`config.mk`:
```
export PLATFORM = sky130hd
export DESIGN_NAME = demux14_stream
export DESIGN_NICKNAME = d
export VERILOG_FILES = /design/src/rtl/mux_pkg.sv /design/src/rtl/demux_slot.sv /design/src/rtl/demux14_stream.sv
export SDC_FILE = /design/constraint.sdc
export NUM_CORES = 1
export LEC_CHECK = 0
export ABC_CLOCK_PERIOD_IN_PS = 2110
export CORE_UTILIZATION = 47
export DETAILED_ROUTE_END_ITERATION = 7
export HOLD_SLACK_MARGIN = 0.05
export PLACE_DENSITY = 0.83
export SLEW_MARGIN = 20
export SYNTH_ARGS = -nofsm -noshare
export SYNTH_HDL_FRONTEND = slang
export SYNTH_SLANG_ARGS = --single-unit
```
`constraint.sdc`:
```
create_clock -name clk -period 2.11 [get_ports clk]
set_input_delay 0.3165 -clock clk [delete_from_list [all_inputs] [get_ports clk]]
set_output_delay 0.3165 -clock clk [all_outputs]
set_load 0.01 [all_outputs]
```
`src/rtl/mux_pkg.sv`:
```
// Shared channel definitions for the 4:1 mux / 1:4 demux stream pair.
// Both blocks import this so that channel numbering stays consistent.
package mux_pkg;

  localparam int NUM_CH = 4;
  localparam int SEL_W  = 2;

  typedef logic [SEL_W-1:0] ch_sel_t;

  localparam ch_sel_t CH0 = 2'd0;
  localparam ch_sel_t CH1 = 2'd1;
  localparam ch_sel_t CH2 = 2'd2;
  localparam ch_sel_t CH3 = 2'd3;

  // Round-robin successor; the natural 2-bit overflow gives the 3 -> 0 wrap.
  function automatic ch_sel_t next_ch(input ch_sel_t c);
    return c + ch_sel_t'(1);
  endfunction

endpackage

```
`src/rtl/demux_slot.sv`:
```
// One-entry holding slot for a single demux output channel.
// It loads on accept, drains on ready, and supports drain+refill in one cycle.
module demux_slot #(
  parameter int WIDTH = 4
) (
  input  logic             clk,
  input  logic             rst_n,
  input  logic             load_i,
  input  logic [WIDTH-1:0] data_i,
  input  logic             ready_i,
  output logic             valid_o,
  output logic [WIDTH-1:0] data_o
);

  logic             valid_q, valid_d;
  logic [WIDTH-1:0] data_q, data_d;

  // A load always wins: it either fills an empty slot or replaces the word
  // that is draining this same cycle. The top never loads a full, stalled slot.
  always_comb begin
    valid_d = valid_q;
    data_d  = data_q;
    if (load_i) begin
      valid_d = 1'b1;
      data_d  = data_i;
    end else if (valid_q && ready_i) begin
      valid_d = 1'b0;
    end
  end

  always_ff @(posedge clk or negedge rst_n) begin
    if (!rst_n) begin
      valid_q <= 1'b0;
      data_q  <= '0;
    end else begin
      valid_q <= valid_d;
      data_q  <= data_d;
    end
  end

  assign valid_o = valid_q;
  assign data_o  = data_q;

endmodule

```
`src/rtl/demux14_stream.sv`:
```
// 1-to-4 stream demultiplexer with explicit or round-robin steering.
// Each channel has its own slot, so a stalled consumer only blocks its own words.
module demux14_stream
  import mux_pkg::*;
#(
  parameter int WIDTH = 4
) (
  input  logic              clk,
  input  logic              rst_n,
  input  logic              in_valid,
  output logic              in_ready,
  input  logic [WIDTH-1:0]  in_data,
  input  logic [SEL_W-1:0]  in_select,
  input  logic              rr_mode,
  output logic [WIDTH-1:0]  out1,
  output logic [WIDTH-1:0]  out2,
  output logic [WIDTH-1:0]  out3,
  output logic [WIDTH-1:0]  out4,
  output logic [NUM_CH-1:0] out_valid,
  input  logic [NUM_CH-1:0] out_ready
);

  ch_sel_t                        rr_ptr_q, rr_ptr_d;
  ch_sel_t                        dest;
  logic                           accept;
  logic [NUM_CH-1:0]              load;
  logic [NUM_CH-1:0]              slot_vld;
  logic [NUM_CH-1:0][WIDTH-1:0]   slot_data;

  assign dest     = rr_mode ? rr_ptr_q : ch_sel_t'(in_select);
  // Independent of in_valid so a producer can observe readiness before committing.
  assign in_ready = !slot_vld[dest] || out_ready[dest];
  assign accept   = in_valid && in_ready;

  always_comb begin
    rr_ptr_d = rr_ptr_q;
    if (accept && rr_mode) rr_ptr_d = next_ch(rr_ptr_q);
  end

  always_ff @(posedge clk or negedge rst_n) begin
    if (!rst_n) rr_ptr_q <= CH0;
    else        rr_ptr_q <= rr_ptr_d;
  end

  genvar k;
  generate
    for (k = 0; k < NUM_CH; k++) begin : g_slot
      assign load[k] = accept && (dest == ch_sel_t'(k));

      demux_slot #(.WIDTH(WIDTH)) u_slot (
        .clk     (clk),
        .rst_n   (rst_n),
        .load_i  (load[k]),
        .data_i  (in_data),
        .ready_i (out_ready[k]),
        .valid_o (slot_vld[k]),
        .data_o  (slot_data[k])
      );
    end
  endgenerate

  assign out_valid = slot_vld;
  assign out1      = slot_data[CH0];
  assign out2      = slot_data[CH1];
  assign out3      = slot_data[CH2];
  assign out4      = slot_data[CH3];

endmodule

```
# After elaboration in Yosys (flattened, before gate mapping)
# Cells that the tools add are included.
[classes]
n_reduce_logical = 17
addsub = 1
muxes = 13
magnitude_cmp = 1
n_eq_ne = 3
[ops]
columns = ["operator", "count"]
rows = [
  ["logical AND 1 bit", 10],
  ["2-to-1 mux 1 bit", 10],
  ["nonzero test 2 bit", 4],
  ["binary-select mux 1 bit (select 2 bit)", 2],
  ["== test 2 bit, second input constant", 2],
  ["less-than comparator 2 x 3 -> 1 bit, second input constant", 1],
  ["adder 2 x 1 -> 2 bit, second input constant", 1],
  ["== test 2 x 1 -> 1 bit, second input constant", 1],
  ["zero test 2 bit", 1],
  ["2-to-1 mux 2 bit", 1],
  ["zero test 1 bit", 1],
  ["logical OR 1 bit", 1],
]
[totals]
word_cells = 44
input_bits = 14
reg_bits = 22

# Depth between registers and ports, before layout
[logic_depth]
word_depth = 8
mapped_depth = 5
mapped_depth_nobuf = 4

# Hierarchy
# A second synthesis with hierarchy kept.
[hier_totals]
hier_cells = 66
area_unflattened_um2 = 947.2
[modules_own_cells]
columns = ["module", "seq_area_each_um2", "cells_each", "area_per_inst_um2", "instances"]
rows = [
  ["demux_slot", 125.1, 11, 182.7, 4],
  ["demux14_stream", 50.0, 22, 216.5, 1],
]

# Worst setup path after synthesis
# No wires, ideal clock.
[synth_timing]
path_kind = "input to output"
startpoint = "in rr_mode"
endpoint = "out in_ready"
t_arrival_ns = 1.185
path_stages = 5
t_required_ns = 1.794
path_slack_ns = 0.608
path_cell_list = "buf_6 mux2_4 nand2b_1 o21ai_0 mux2i_1"
[synth_between]
elab_chain_len = 5
[synth_lines]
columns = ["item", "line_no", "source"]
rows = [
  ["start: declaration", "demux14_stream.sv:14", "input logic rr_mode,"],
  ["2-to-1 mux 2 bit (*)", "demux14_stream.sv:30", "assign dest = rr_mode ? rr_ptr_q : ch_sel_t'(in_select);"],
  ["binary-select mux 1 bit (select 2 bit)", "demux14_stream.sv:32", "assign in_ready = !slot_vld[dest] || out_ready[dest];"],
  ["2-to-1 mux 1 bit (not written as such)", "demux14_stream.sv:32", ""],
  ["zero test 1 bit", "demux14_stream.sv:32", ""],
  ["logical OR 1 bit (*)", "demux14_stream.sv:32", ""],
  ["end: declaration", "demux14_stream.sv:11", "output logic in_ready,"],
]
# Every way passes the cells marked *; elsewhere a longest branch is shown, timed or not. The select of a mux whose other input is x is not followed.

# Worst setup path after layout
# Ends and elaborated chain as after synthesis.

==> metrics.cfg <==
[clock_tree]
post_cts_buffers=0
root_buffer=clkbuf_4
hold_buffers=0
htreeDepth=1
clk_latency_ns=0.30
clk_pin_slew_ns=0.11
cts_buffers=3
cts_tree=yes
clock-sinks=22
cts_buffer_depth=2
cts_resized=2

[routing]
detail-route-antenna-nets=0
drt_first_pass_iters=3
drcViolationCount=0
drtIter0Drc=4
vias_per_cell=4.94
routed_wl_um=1930
wl_per_cell_um=13.5
vias=706

[power_and_ir_drop]
ir_worst_vdd_mv=0.841
powerDensity_nw_per_um2=1230
p_leak_nw=0.635
total_power_w=0.00178

[synthesis]
synth_flop_cell=dfrtp_1
synth_fp_nets=87
async_flop_share_pct=100
yosys.area.top_type=dfrtp_1
synth_common_cells=dfrtp_1, mux2_2, nand2_1
synth_area_leaders=dfrtp_1, mux2_2, nand4_2
yosys.cell_types.count=19
synth_area_per_cell_um2=13.8
seq_area_frac_synth_pct=54.7
synth_edf_count=0
syn_inst=73
synth_top_cell_area_share_pct=54.7
ys_warn_count=0
synth_seq_cells=22
synthesis.area_um2=1010
synth.most_common_cell=dfrtp_1

[grt]
grt_max_degree=23
grt.total_usage_pct=19.5
grt_pass1_wl_um=3060
grt_pass1_vias=669
antenna_found_initial=0
overflow=0

[placement]
dp_hpwl_um=1490
io_buffers=34
place_area_um2=1420
gp_congestion=0.808

[sta]
period_minus_slack_ns=1.97
final_hold_viol_count=0
tightest_slew_ns=0.306
rsz0062_at_grt=false
final_max_slew_viol_count=0
max-slew-margin-rel_pct=79.5
post-route-period-util_pct=93.3
setup_viol=0
fmax_mhz=508
clock_skew_ns=0.00238

[setup_path]
cp_max_fo=5
critical_path_class=input pin to primary output
crit_path_start_kind=input pin
required_ns=1.79
cp-end-kind=primary output
critPathArrivalTime_ns=1.65

[final_layout]
antennaDiodeCount=0
register_area_um2=551
synthToLayoutAreaGrowth_pct=43.6
fillerInstances=121
final_core_util_pct=73.0
drive_above_1_share_pct=33.6
final_cell_area_um2=1450
layout.nets=131
multi_input_area_um2=415

[floorplanning]
num_rows=16
ioPinCount=35
start_util_pct=50.8
die_height_um=48.3
die-area_um2=2330
fp.coreArea_um2=1980
die_w_um=48.3

[min_path]
min_path_type=input pin to async pin

[outcome]
status=finished, final reports clean

[job]
cap_violations=0

-- logic make-up (layout without fill, tap and decap cells) --
| kind of cell | after synthesis | count (layout) | synth area share, % |
|---|---|---|---|
| buffers and inverters | 5 | 48 | 4.10 |
| multiplexers | 22 | 22 | 25.6 |
| flip-flops | 22 | 22 | 54.7 |
| AO/OA/AOI/OAI | 4 | 4 | 2.73 |
| AND/OR/NAND/NOR | 20 | 20 | 12.9 |
-- worst paths after layout --
check	startpoint	endpoint	slack (ns)	cells after the start
hold / removal	rst_n	g_slot[1].u_slot.data_o[3]$_DFFE_PN0P_	0.35	2
max in group asynchronous	rst_n	g_slot[2].u_slot.data_o[2]$_DFFE_PN0P_	1.55	2
min in group clk	g_slot[3].u_slot.data_o[2]$_DFFE_PN0P_	g_slot[3].u_slot.data_o[2]$_DFFE_PN0P_	0.52	1
setup / recovery	rr_mode	in_ready	0.14	6
setup reg to reg	rr_ptr_q[1]$_DFFE_PN0P_	g_slot[3].u_slot.data_o[0]$_DFFE_PN0P_	0.59	4
hold reg to reg	g_slot[3].u_slot.data_o[2]$_DFFE_PN0P_	g_slot[3].u_slot.data_o[2]$_DFFE_PN0P_	0.52	1
-- state kept, by name (all words and copies together), names as in the netlist --
| name | flops |
|---|---|
| g_slot.u_slot.valid_o | 4 |
| rr_ptr_q | 2 |
| g_slot.u_slot.data_o | 16 |
-- critical path, stage by stage --
cell	delay [ns]
clkdlybuf4s50_1	0.51
mux2_4	0.35
nand2b_1	0.10
o21ai_1	0.09
mux2i_1	0.14
clkbuf_2	0.15
-- where the power goes --
group          switching [W]  internal (W)  total (W)  leakage, nW
Clock               0.000118      0.000105   0.000223       0.0210
Sequential          0.000114      0.000610   0.000725        0.266
Combinational       0.000300      0.000535   0.000834        0.349
Total               0.000532       0.00125    0.00178        0.635
-- per-stage QoR --
stage | setup TNS, ns | hold WS [ns] | cells | setup slack, ns
finish | 0 | 0.350 | 143 | 0.142
global route | 0 | 0.359 | 143 | 0.0230
CTS | 0 | 0.351 | 143 | 0.0173
detailed placement | -0.357 | 0.492 | 139 | -0.290
global placement | -0.229 | 0.489 | 139 | -0.229
floorplan | 0 | 0.0209 | 73 | 0.608
-- final cells by class --
type	count	share of cell area, %
Sequential cell	22	38.1
Clock buffer	4	2.51
Timing Repair Buffer	44	28.4
Multi-Input combinational cell	46	28.7
Tap cell	27	2.34
-- cells in the final DEF, fill, tap and decap left out, types with 2 or more instances in the layout --
cell              n
mux2i_1           2
nand2b_1          5
mux2_4            2
buf_4            10
nand4_2           4
nand2_1           6
clkdlybuf4s50_1  33
mux2_2           16
dfrtp_1          22
clkbuf_4          3
mux2i_2           2
-- layer usage --
metal	global-route usage [%]	share of wire [%]	vias to the layer above
met5	0	0	-
met4	3.33	0.41	0
met3	6.30	5.8	2
met2	31.7	48	25
met1	25.8	46	336
li1	-	-	343
Power figures use the tool's default switching activity.
